**config.mk**
```make
export PLATFORM = sky130hd
export DESIGN_NAME = ws2812_receiver
export DESIGN_NICKNAME = d
export VERILOG_FILES = /design/src/rtl/ws2812_receiver_pkg.sv /design/src/rtl/ws2812_receiver_sync_edge.sv /design/src/rtl/ws2812_receiver.sv
export SDC_FILE = /design/constraint.sdc
export NUM_CORES = 1
export LEC_CHECK = 0
export CAP_MARGIN = 20
export CORE_ASPECT_RATIO = 1.2
export CORE_UTILIZATION = 55
export CTS_BUF_LIST = sky130_fd_sc_hd__clkbuf_4 sky130_fd_sc_hd__clkbuf_8
export CTS_CLUSTER_SIZE = 16
export DETAILED_ROUTE_END_ITERATION = 12
export HOLD_SLACK_MARGIN = 0.08
export PLACE_DENSITY = 0.81
export SYNTH_ARGS = -nofsm -noshare
export SYNTH_HDL_FRONTEND = slang
export SYNTH_SLANG_ARGS = --single-unit
```
**constraint.sdc**
```tcl
create_clock -name clk -period 5.4 [get_ports clk]
set_clock_uncertainty 0.05 [all_clocks]
set_input_delay 1.08 -clock clk [delete_from_list [all_inputs] [get_ports clk]]
set_output_delay 1.08 -clock clk [all_outputs]
set_load 0.005 [all_outputs]
```
**src/rtl/ws2812_receiver_pkg.sv**
```systemverilog
// Shared WS2812 line timing at 20 MHz (50 ns per cycle) and the receiver state encoding.
package ws2812_receiver_pkg;

   localparam int T0H        = 8;
   localparam int T1H        = 16;
   localparam int T_BIT      = 25;
   localparam int BIT_THRESH = (T0H + T1H) / 2;
   localparam int RES_LOW    = 1000;

   typedef enum logic [1:0] {
      ST_SYNC,
      ST_IDLE,
      ST_HIGH,
      ST_LOW
   } rx_state_t;

endpackage

```
**src/rtl/ws2812_receiver_sync_edge.sv**
```systemverilog
// Two-flop synchronizer for an asynchronous input, with single-cycle rise/fall pulses.
module ws2812_receiver_sync_edge (
   input  logic clk,
   input  logic reset,
   input  logic d,
   output logic q,
   output logic rise,
   output logic fall
);

   logic s1, s2, s3;

   always_ff @(posedge clk or negedge reset) begin
      if (!reset) begin
         s1 <= 1'b0;
         s2 <= 1'b0;
         s3 <= 1'b0;
      end else begin
         s1 <= d;
         s2 <= s1;
         s3 <= s2;
      end
   end

   assign q    = s2;
   assign rise = s2 & ~s3;
   assign fall = ~s2 & s3;

endmodule

```
**src/rtl/ws2812_receiver.sv**
```systemverilog
// WS2812 line receiver: pulse-width bit decode, 24-bit pixel assembly, reset-gap framing.
//
// state   | meaning
// SYNC    | waiting for RES_CYCLES of continuous low before trusting the line
// IDLE    | between frames, waiting for the first rising edge
// HIGH    | measuring a high pulse
// LOW     | measuring the low gap after a bit; long enough gap ends the frame
module ws2812_receiver
   import ws2812_receiver_pkg::*;
#(
   parameter int THRESH     = BIT_THRESH,
   parameter int MIN_HIGH   = T0H / 2,
   parameter int MAX_HIGH   = T_BIT - 3,
   parameter int RES_CYCLES = RES_LOW,
   parameter int MAX_LEDS   = 60,
   parameter int IDX_W      = 6
) (
   input  logic               clk,
   input  logic               reset,
   input  logic               din,
   output logic [23:0]        pixel,
   output logic               pixel_valid,
   output logic [IDX_W-1:0]   pixel_index,
   output logic               frame_done,
   output logic [IDX_W:0]     frame_len,
   output logic               err,
   output logic               overflow,
   output logic               busy
);

   localparam logic [10:0]    C_THRESH = 11'(THRESH);
   localparam logic [10:0]    C_MIN    = 11'(MIN_HIGH);
   localparam logic [10:0]    C_MAX    = 11'(MAX_HIGH);
   localparam logic [10:0]    C_RES    = 11'(RES_CYCLES);
   localparam logic [IDX_W:0] C_LEDS   = (IDX_W+1)'(MAX_LEDS);

   logic ds, rise, fall;

   ws2812_receiver_sync_edge u_sync (
      .clk   (clk),
      .reset (reset),
      .d     (din),
      .q     (ds),
      .rise  (rise),
      .fall  (fall)
   );

   rx_state_t     state, state_n;
   logic [10:0]   cnt, cnt_n, cnt_inc;
   logic [4:0]    bit_cnt;
   logic [23:0]   sr, sr_shift;
   logic [IDX_W:0] pix_cnt;
   logic          accept, start, eof, abort, glitch, bit_val;

   assign cnt_inc  = (cnt == 11'h7FF) ? cnt : cnt + 11'd1;
   assign bit_val  = (cnt >= C_THRESH);
   assign sr_shift = {sr[22:0], bit_val};

   always_comb begin
      state_n = state;
      cnt_n   = cnt_inc;
      accept  = 1'b0;
      start   = 1'b0;
      eof     = 1'b0;
      abort   = 1'b0;
      glitch  = 1'b0;
      case (state)
         ST_SYNC: begin
            if (ds) begin
               cnt_n = 11'd0;
            end else if (cnt_inc >= C_RES) begin
               state_n = ST_IDLE;
               cnt_n   = 11'd0;
            end
         end
         ST_IDLE: begin
            cnt_n = 11'd0;
            if (rise) begin
               state_n = ST_HIGH;
               cnt_n   = 11'd1;
               start   = 1'b1;
            end
         end
         ST_HIGH: begin
            if (fall) begin
               state_n = ST_LOW;
               cnt_n   = 11'd1;
               if (cnt < C_MIN) glitch = 1'b1;
               else             accept = 1'b1;
            end else if (cnt >= C_MAX) begin
               // The pulse is about to run past MAX_HIGH: the line is not a valid stream.
               state_n = ST_SYNC;
               cnt_n   = 11'd0;
               abort   = 1'b1;
            end
         end
         ST_LOW: begin
            if (rise) begin
               state_n = ST_HIGH;
               cnt_n   = 11'd1;
            end else if (cnt_inc >= C_RES) begin
               state_n = ST_IDLE;
               cnt_n   = 11'd0;
               eof     = 1'b1;
            end
         end
         default: begin
            state_n = ST_SYNC;
            cnt_n   = 11'd0;
         end
      endcase
   end

   always_ff @(posedge clk or negedge reset) begin
      if (!reset) begin
         state <= ST_SYNC;
         cnt   <= 11'd0;
      end else begin
         state <= state_n;
         cnt   <= cnt_n;
      end
   end

   always_ff @(posedge clk or negedge reset) begin
      if (!reset) begin
         bit_cnt     <= 5'd0;
         sr          <= 24'd0;
         pix_cnt     <= '0;
         pixel       <= 24'd0;
         pixel_valid <= 1'b0;
         pixel_index <= '0;
         frame_done  <= 1'b0;
         frame_len   <= '0;
         err         <= 1'b0;
         overflow    <= 1'b0;
         busy        <= 1'b0;
      end else begin
         pixel_valid <= 1'b0;
         frame_done  <= 1'b0;
         err         <= glitch | abort;
         if (start) busy <= 1'b1;
         if (accept) begin
            sr <= sr_shift;
            if (bit_cnt == 5'd23) begin
               bit_cnt <= 5'd0;
               if (pix_cnt < C_LEDS) begin
                  pixel       <= sr_shift;
                  pixel_valid <= 1'b1;
                  pixel_index <= pix_cnt[IDX_W-1:0];
                  pix_cnt     <= pix_cnt + 1'b1;
               end else begin
                  overflow <= 1'b1;
               end
            end else begin
               bit_cnt <= bit_cnt + 5'd1;
            end
         end
         if (eof) begin
            frame_done <= 1'b1;
            frame_len  <= pix_cnt;
            err        <= (bit_cnt != 5'd0);
         end
         if (eof || abort) begin
            bit_cnt  <= 5'd0;
            sr       <= 24'd0;
            pix_cnt  <= '0;
            overflow <= 1'b0;
            busy     <= 1'b0;
         end
      end
   end

endmodule

```
==> results of run 1 <==
power by group through the flow:
stage / clock network, mW / logic [mW] / registers (mW)
after CTS: 0.569 / 0.127 / 0.748
after detailed placement: 0 / 0.126 / 0.762
after floorplan: 0 / 0.0861 / 0.750
final: 0.558 / 0.125 / 0.749
after global placement: 0 / 0.120 / 0.761
after global routing: 0.595 / 0.143 / 0.753
per-stage QoR:
stage | hold WS (ns) | cell area, sq um | utilization (%) | std cells
2_1_floorplan | 0.281 | 4640 | - | 397
6_report | 0.315 | 5330 | 65.3 | 549
3_3_place_gp | 0.292 | 5080 | 62.3 | 533
3_5_place_dp | 0.292 | 5080 | 62.3 | 533
5_1_grt | 0.319 | 5330 | 65.3 | 549
4_1_cts | 0.311 | 5330 | 65.3 | 549
final cells by class:
type	instances	area [sq um]
repair buffers	50	483
inverters	9	33.8
multi-input cells	267	2100
well taps	114	143
clock inverters	6	111
flip-flops and latches	93	2330
clock buffers	10	131
fillers	619	2830
layer usage:
| metal | vias to the layer above | share of wire, % | wire length, um |
|---|---|---|---|
| met4 | 0 | 3.2 | 295 |
| met5 | - | 0 | 0 |
| met3 | 22 | 3.3 | 304 |
| met2 | 74 | 49 | 4540 |
| li1 | 1534 | - | - |
| met1 | 1621 | 44 | 4100 |
synthesized netlist by cell type (8+ instances only):
master,instances,area share (%)
mux2_4,10,3.2
nand3_1,22,2.4
nor2_1,15,1.2
clkbuf_1,8,0.65
xnor2_1,8,1.5
nand2_1,13,1.1
nor3_1,30,3.2
a21oi_1,14,1.5
mux2_2,20,4.9
a31oi_1,11,1.5
mux2i_1,27,5.8
dfrtp_1,93,50
inv_1,9,0.73
o2bb2ai_1,8,1.5
nor3_2,8,1.7
buf_6,8,1.9
cells by family after synthesis:
family	share of synthesized area, %
simple gates	16.2
flops	50.2
compound gates	11.5
mux	13.9
buf+inv	4.89
xor+xnor	1.89
fa+ha+maj	1.35
other cells	0.0809
worst min path at each step:
stage                             start  cells after the start                  to  slack [ns]
global route        u_sync.s1$_DFF_PN0_                      0  u_sync.q$_DFF_PN0_        0.32
CTS                 u_sync.s1$_DFF_PN0_                      0  u_sync.q$_DFF_PN0_        0.31
detailed placement  u_sync.s1$_DFF_PN0_                      0  u_sync.q$_DFF_PN0_        0.29
global placement    u_sync.s1$_DFF_PN0_                      0  u_sync.q$_DFF_PN0_        0.29
floorplan           u_sync.s1$_DFF_PN0_                      0  u_sync.q$_DFF_PN0_        0.28
finish              u_sync.s1$_DFF_PN0_                      0  u_sync.q$_DFF_PN0_        0.32
registers in the layout, indices dropped and copies added, names as in the netlist:
signal / count
u_sync.q: 1
err: 1
u_sync.s3: 1
sr: 23
cnt: 11
u_sync.s1: 1
bit_cnt: 5
state: 2
pix_cnt: 7
pixel_index: 6
frame_len: 7
busy: 1
overflow: 1
frame_done: 1
pixel: 24
pixel_valid: 1
==> reports/qor.yml, run 1 <==
worst_setup_path:
  timing.rr.end: "cnt[7]$_DFF_PN0_"
  path_class: "register to register"
  cp-end-kind: "register"
  crit_chain: "ha_1 -> and2_1 -> a21oi_2 -> a2111o_1 -> o31ai_2 -> a22oi_1"
  critPathTopFamily: "compound AO/OA/AOI/OAI gates"
  crit_start: "cnt[0]$_DFF_PN0_"
  cp.depth: 6
  crit_required_ns: 5.58
  crit_path_end: "cnt[7]$_DFF_PN0_"
  rrSetupSlack_ns: 2.55
  path_max_fanout: 17
  worstPathArrival_ns: 3.03
  startpoint_type: "register"
  cp_num_buf_inv: 0
  slowest_delay_ns: 0.71
  rr_startpoint: "cnt[0]$_DFF_PN0_"
  reg2regPathDepth: 6
  slowest_stage: "o31ai_2"
synthesis:
  syn_nets: 405
  avgSynthCellArea_sq_um: 11.7
  yosysSeqAreaShare_pct: 50.2
  synthFlopType: "dfrtp_1"
  synth.distinct_cells: 59
  async_reset_ff_share_pct: 100
  synth_warnings: 0
  synth_area_sq_mm: 0.00464
  synth-edff-count: 0
  synth_seq_cells: 93
  syn_inst: 397
global_route:
  grtUsageMet1_pct: 30.3
  grt_usage_pct: 23.1
  use_met2_pct: 36.6
  grt_pass1_wl_um: 15500
  use_met3_pct: 4.16
  gr-total-overflow: 0
  grt_pass1_vias: 3113
  grt-busiest-layer: "met2"
  grt_max_degree: 61
  antenna_found_initial: 0
sta:
  rsz0062_at_grt: "no"
  setup_tns_ns: 0
  slew_viol_final: 0
  max_freq_mhz: 351
  setup_viol_count_final: 0
  worstMarginPinSlew_ns: 1.02
  slew_headroom_pct: 31.8
  final-hold-violation-count: 0
  fin_crit_sh_pct: 52.7
  min_period_ns: 2.85
  fin_ws_ns: 2.55
route:
  num_vias: 3251
  drt-initial-drc-count: 228
  route.detailed.wl_per_inst_um: 16.8
  dr.pass1.iters: 4
  drc: 0
  finalWirelength_um: 9250
  ant_nets: 0
  viasPerCell: 5.92
clocking:
  clkLatencyLatePin_ns: 0.37
  cts_setup_buffers: 0
  path_clk_slew_ns: 0.09
  ctsResizeCount: 0
  cts_made_buffers: 9
  clock_sinks: 93
  clockBufferDepth: 2
  cts_tree: "built"
  cts_hold_buffers: 0
  cts-root-buf: "clkbuf_8"
  cts_htree_levels: 3
power_and_ir_drop:
  powerDensity_mw_per_mm2: 269
  swShare_pct: 24.7
  clkPwrFrac_pct: 38.9
  power.switching_uw: 353
  vdd_drop_max_v: 0.000193
  p_int_mw: 1.08
  seq_power_share_pct: 52.3
  p_leak_nw: 2.48
  p_comb_share_pct: 8.7
  power_mw: 1.43
job:
  drv_cap: 0
final_layout:
  syn2layout_area_growth_pct: 14.9
  mostFrequentLayoutCell: "dfrtp_1"
  final_nets: 438
  layout_common_cells: "dfrtp_1, clkdlybuf4s50_1, nor3_1"
  n_antenna_cell: 0
  drive_gt1_share_pct: 17.5
floorplan:
  row_count: 36
  die_area_sq_mm: 0.00880
  ioPinCount: 45
  die_x_um: 85.8
  core_sq_mm: 0.00815
  die_h_um: 103
  initial_core_util_pct: 56.9
place:
  portBuffers: 44
  gp_congestion: 0.879
  dp_hpwl_um: 6050
  pre_cts_slack_ns: 2.57
min_path:
  hold_path_class: "register to register"
outcome:
  status: "finished clean"
(Power assumes the default switching activity.)
==> run 2, diff against run 1 <==
CORE_UTILIZATION = 54   (was 55)
PLACE_DENSITY = 0.83   (was 0.81)
clock period = 2.6 ns   (was 5.4 ns; I/O delays follow)
==> run 2 against run 1 <==
Final cell count is 4.0% higher. Clock power is 86% higher. Utilization is 1.5 points higher. Die area is 1.8% higher. Fmax is 16% higher. Wire length is 4.4% higher. Combinational power grew to 2.7 times the previous value.
==> reports/qor.yml, run 2 (synthesis results as in run 1) <==
outcome:
  status: "finished clean"  # unchanged
worst_setup_path:
  crit_chain: "ha_2 -> and2_1 -> a21oi_2 -> a2111o_1 -> buf_4 -> or4_1 -> nand3_1"  # was ha_1 -> and2_1 -> a21oi_2 -> a2111o_1 -> o31ai_2 -> a22oi_1
  worstPathArrival_ns: 2.68  # was 3.03 ns
  path_max_fanout: 14  # was 17
  cp_num_buf_inv: 1  # was 0
  slowest_delay_ns: 0.53  # was 0.71 ns
  path_class: "register to register"  # unchanged
  cp-end-kind: "register"  # unchanged
  crit_required_ns: 2.83  # was 5.58 ns
  startpoint_type: "register"  # unchanged
  slowest_stage: "or4_1"  # was o31ai_2
  critPathTopFamily: "simple AND/OR/NAND/NOR gates"  # was compound AO/OA/AOI/OAI gates
clocking:
  clock_sinks: 93  # unchanged
  cts_htree_levels: 3  # unchanged
  path_clk_slew_ns: 0.09  # about the same
  cts_made_buffers: 9  # unchanged
  clockBufferDepth: 2  # unchanged
  cts_hold_buffers: 0  # unchanged
  cts-root-buf: "clkbuf_8"  # unchanged
  cts_tree: "built"  # unchanged
  cts_setup_buffers: 0  # unchanged
  clkLatencyLatePin_ns: 0.35  # was 0.37 ns
final_layout:
  largest_reg_flops: 24  # unchanged
  final_nets: 462  # was 438
  layout_common_cells: "dfrtp_1, clkdlybuf4s50_1, nor3_1"  # unchanged
  n_antenna_cell: 0  # unchanged
  mostFrequentLayoutCell: "dfrtp_1"  # unchanged
  reg_top3: "pixel: 24 flops, sr: 23 flops, cnt: 11 flops"  # unchanged
  regArea_sq_mm: 0.00233  # about the same
  utilization_pct: 66.8  # was 65.3%
  fillers: 596  # was 619
  top_register: "pixel"  # unchanged
  drive_gt1_share_pct: 21.9  # was 17.5%
  multiInputGateArea_sq_mm: 0.00211  # was 0.00210 sq mm
  syn2layout_area_growth_pct: 18.7  # was 14.9%
power_and_ir_drop:
  p_leak_nw: 2.58  # was 2.48 nW
  power.switching_uw: 744  # was 353 uW
  p_int_mw: 2.17  # was 1.08 mW
  vdd_drop_max_v: 0.000387  # was 0.000193 V
  seq_power_share_pct: 52.8  # was 52.3%
  powerDensity_mw_per_mm2: 529  # was 269 mW/mm^2
  clkPwrFrac_pct: 35.7  # was 38.9%
  swShare_pct: 25.6  # was 24.7%
  p_comb_share_pct: 11.5  # was 8.7%
sta:
  final-hold-violation-count: 0  # unchanged
  fin_crit_sh_pct: 94.0  # was 52.7%
  worstMarginPinSlew_ns: 0.643  # was 1.02 ns
  fin_ws_ns: 0.156  # was 2.55 ns
  max_freq_mhz: 409  # was 351 MHz
  setup_tns_ns: 0  # unchanged
  slew_headroom_pct: 57.0  # was 31.8%
  min_period_ns: 2.44  # was 2.85 ns
  rsz0062_at_grt: "no"  # unchanged
  setup_viol_count_final: 0  # unchanged
  slew_viol_final: 0  # unchanged
place:
  dp_hpwl_um: 6580  # was 6050 um
  gp_congestion: 0.865  # was 0.879
  portBuffers: 44  # unchanged
  pre_cts_slack_ns: 0.0574  # was 2.57 ns
global_route:
  grt_max_degree: 44  # was 61
  grt_usage_pct: 23.4  # was 23.1%
  antenna_found_initial: 0  # unchanged
  gr-total-overflow: 0  # unchanged
  grt_pass1_wl_um: 16200  # was 15,500 um
  grt_pass1_vias: 3366  # was 3,113
route:
  route.detailed.wl_per_inst_um: 16.9  # was 16.8 um
  ant_nets: 0  # unchanged
  dr.pass1.iters: 5  # was 4
  finalWirelength_um: 9650  # was 9250 um
  drc: 0  # unchanged
  viasPerCell: 5.96  # was 5.92
  drt-initial-drc-count: 244  # was 228
  num_vias: 3403  # was 3,251
floorplan:
  row_count: 36  # unchanged
  die_area_sq_mm: 0.00896  # was 0.00880 sq mm
  core_sq_mm: 0.00824  # was 0.00815 sq mm
  die_h_um: 103  # about the same
  ioPinCount: 45  # unchanged
  initial_core_util_pct: 56.2  # was 56.9%
  die_x_um: 86.6  # was 85.8 um
job:
  drv_cap: 0  # unchanged
min_path:
  hold_path_class: "primary input to asynchronous set/reset pin"  # was register to register
-- run 2: metrics by stage --
step                cell area [sq um]  power [mW]  hold WS (ns)  instances
finish                           5500        2.91        0.0988        571
global route                     5500        3.04         0.130        571
global placement                 5280        1.88         0.285        556
detailed placement               5280        1.89         0.304        556
floorplan                        4640        1.74         0.174        397
CTS                              5490        2.94         0.108        570
-- run 2: final timing paths --
path | from | to | slack, ns | depth (start not counted)
worst max register to register | cnt[1]$_DFF_PN0_ | frame_len[6]$_DFFE_PN0P_ | 0.16 | 7
min in group clk | u_sync.s1$_DFF_PN0_ | u_sync.q$_DFF_PN0_ | 0.32 | 0
worst min register to register | u_sync.s1$_DFF_PN0_ | u_sync.q$_DFF_PN0_ | 0.32 | 0
worst max-delay path | cnt[1]$_DFF_PN0_ | frame_len[6]$_DFFE_PN0P_ | 0.16 | 7
worst min-delay path | reset | pix_cnt[3]$_DFFE_PN0P_ | 0.1 | 1
max in group asynchronous | reset | cnt[1]$_DFF_PN0_ | 1.71 | 2
-- run 2: per-layer routing --
layer	part of all wire (%)	up-vias	track usage (%)
met5	0	-	0
met4	1.2	0	7.82
met3	4.6	10	4.44
met2	51	114	39.2
met1	43	1698	31.0
li1	-	1581	-
-- run 2: final cells by class --
| type | count | area share, % |
|---|---|---|
| clock buffers | 9 | 2.25 |
| inverters | 9 | 0.614 |
| well taps | 114 | 2.59 |
| repair buffers | 73 | 12.4 |
| multi-input cells | 268 | 38.3 |
| flip-flops and latches | 93 | 42.3 |
| clock inverters | 5 | 1.55 |
-- run 2: repair_timing --
action | CTS | global route
resized for setup | 0 | 3
setup endpoints to repair | 0 | 33
hold endpoints to repair | 0 | 0
-- run 2: power groups by stage --
stage / sequential (mW) / clock [mW] / combinational [mW]
final: 1.54 / 1.04 / 0.334
after global routing: 1.54 / 1.12 / 0.382
after CTS: 1.54 / 1.07 / 0.337
after detailed placement: 1.56 / 0 / 0.330
after global placement: 1.56 / 0 / 0.315
after floorplan: 1.56 / 0 / 0.179
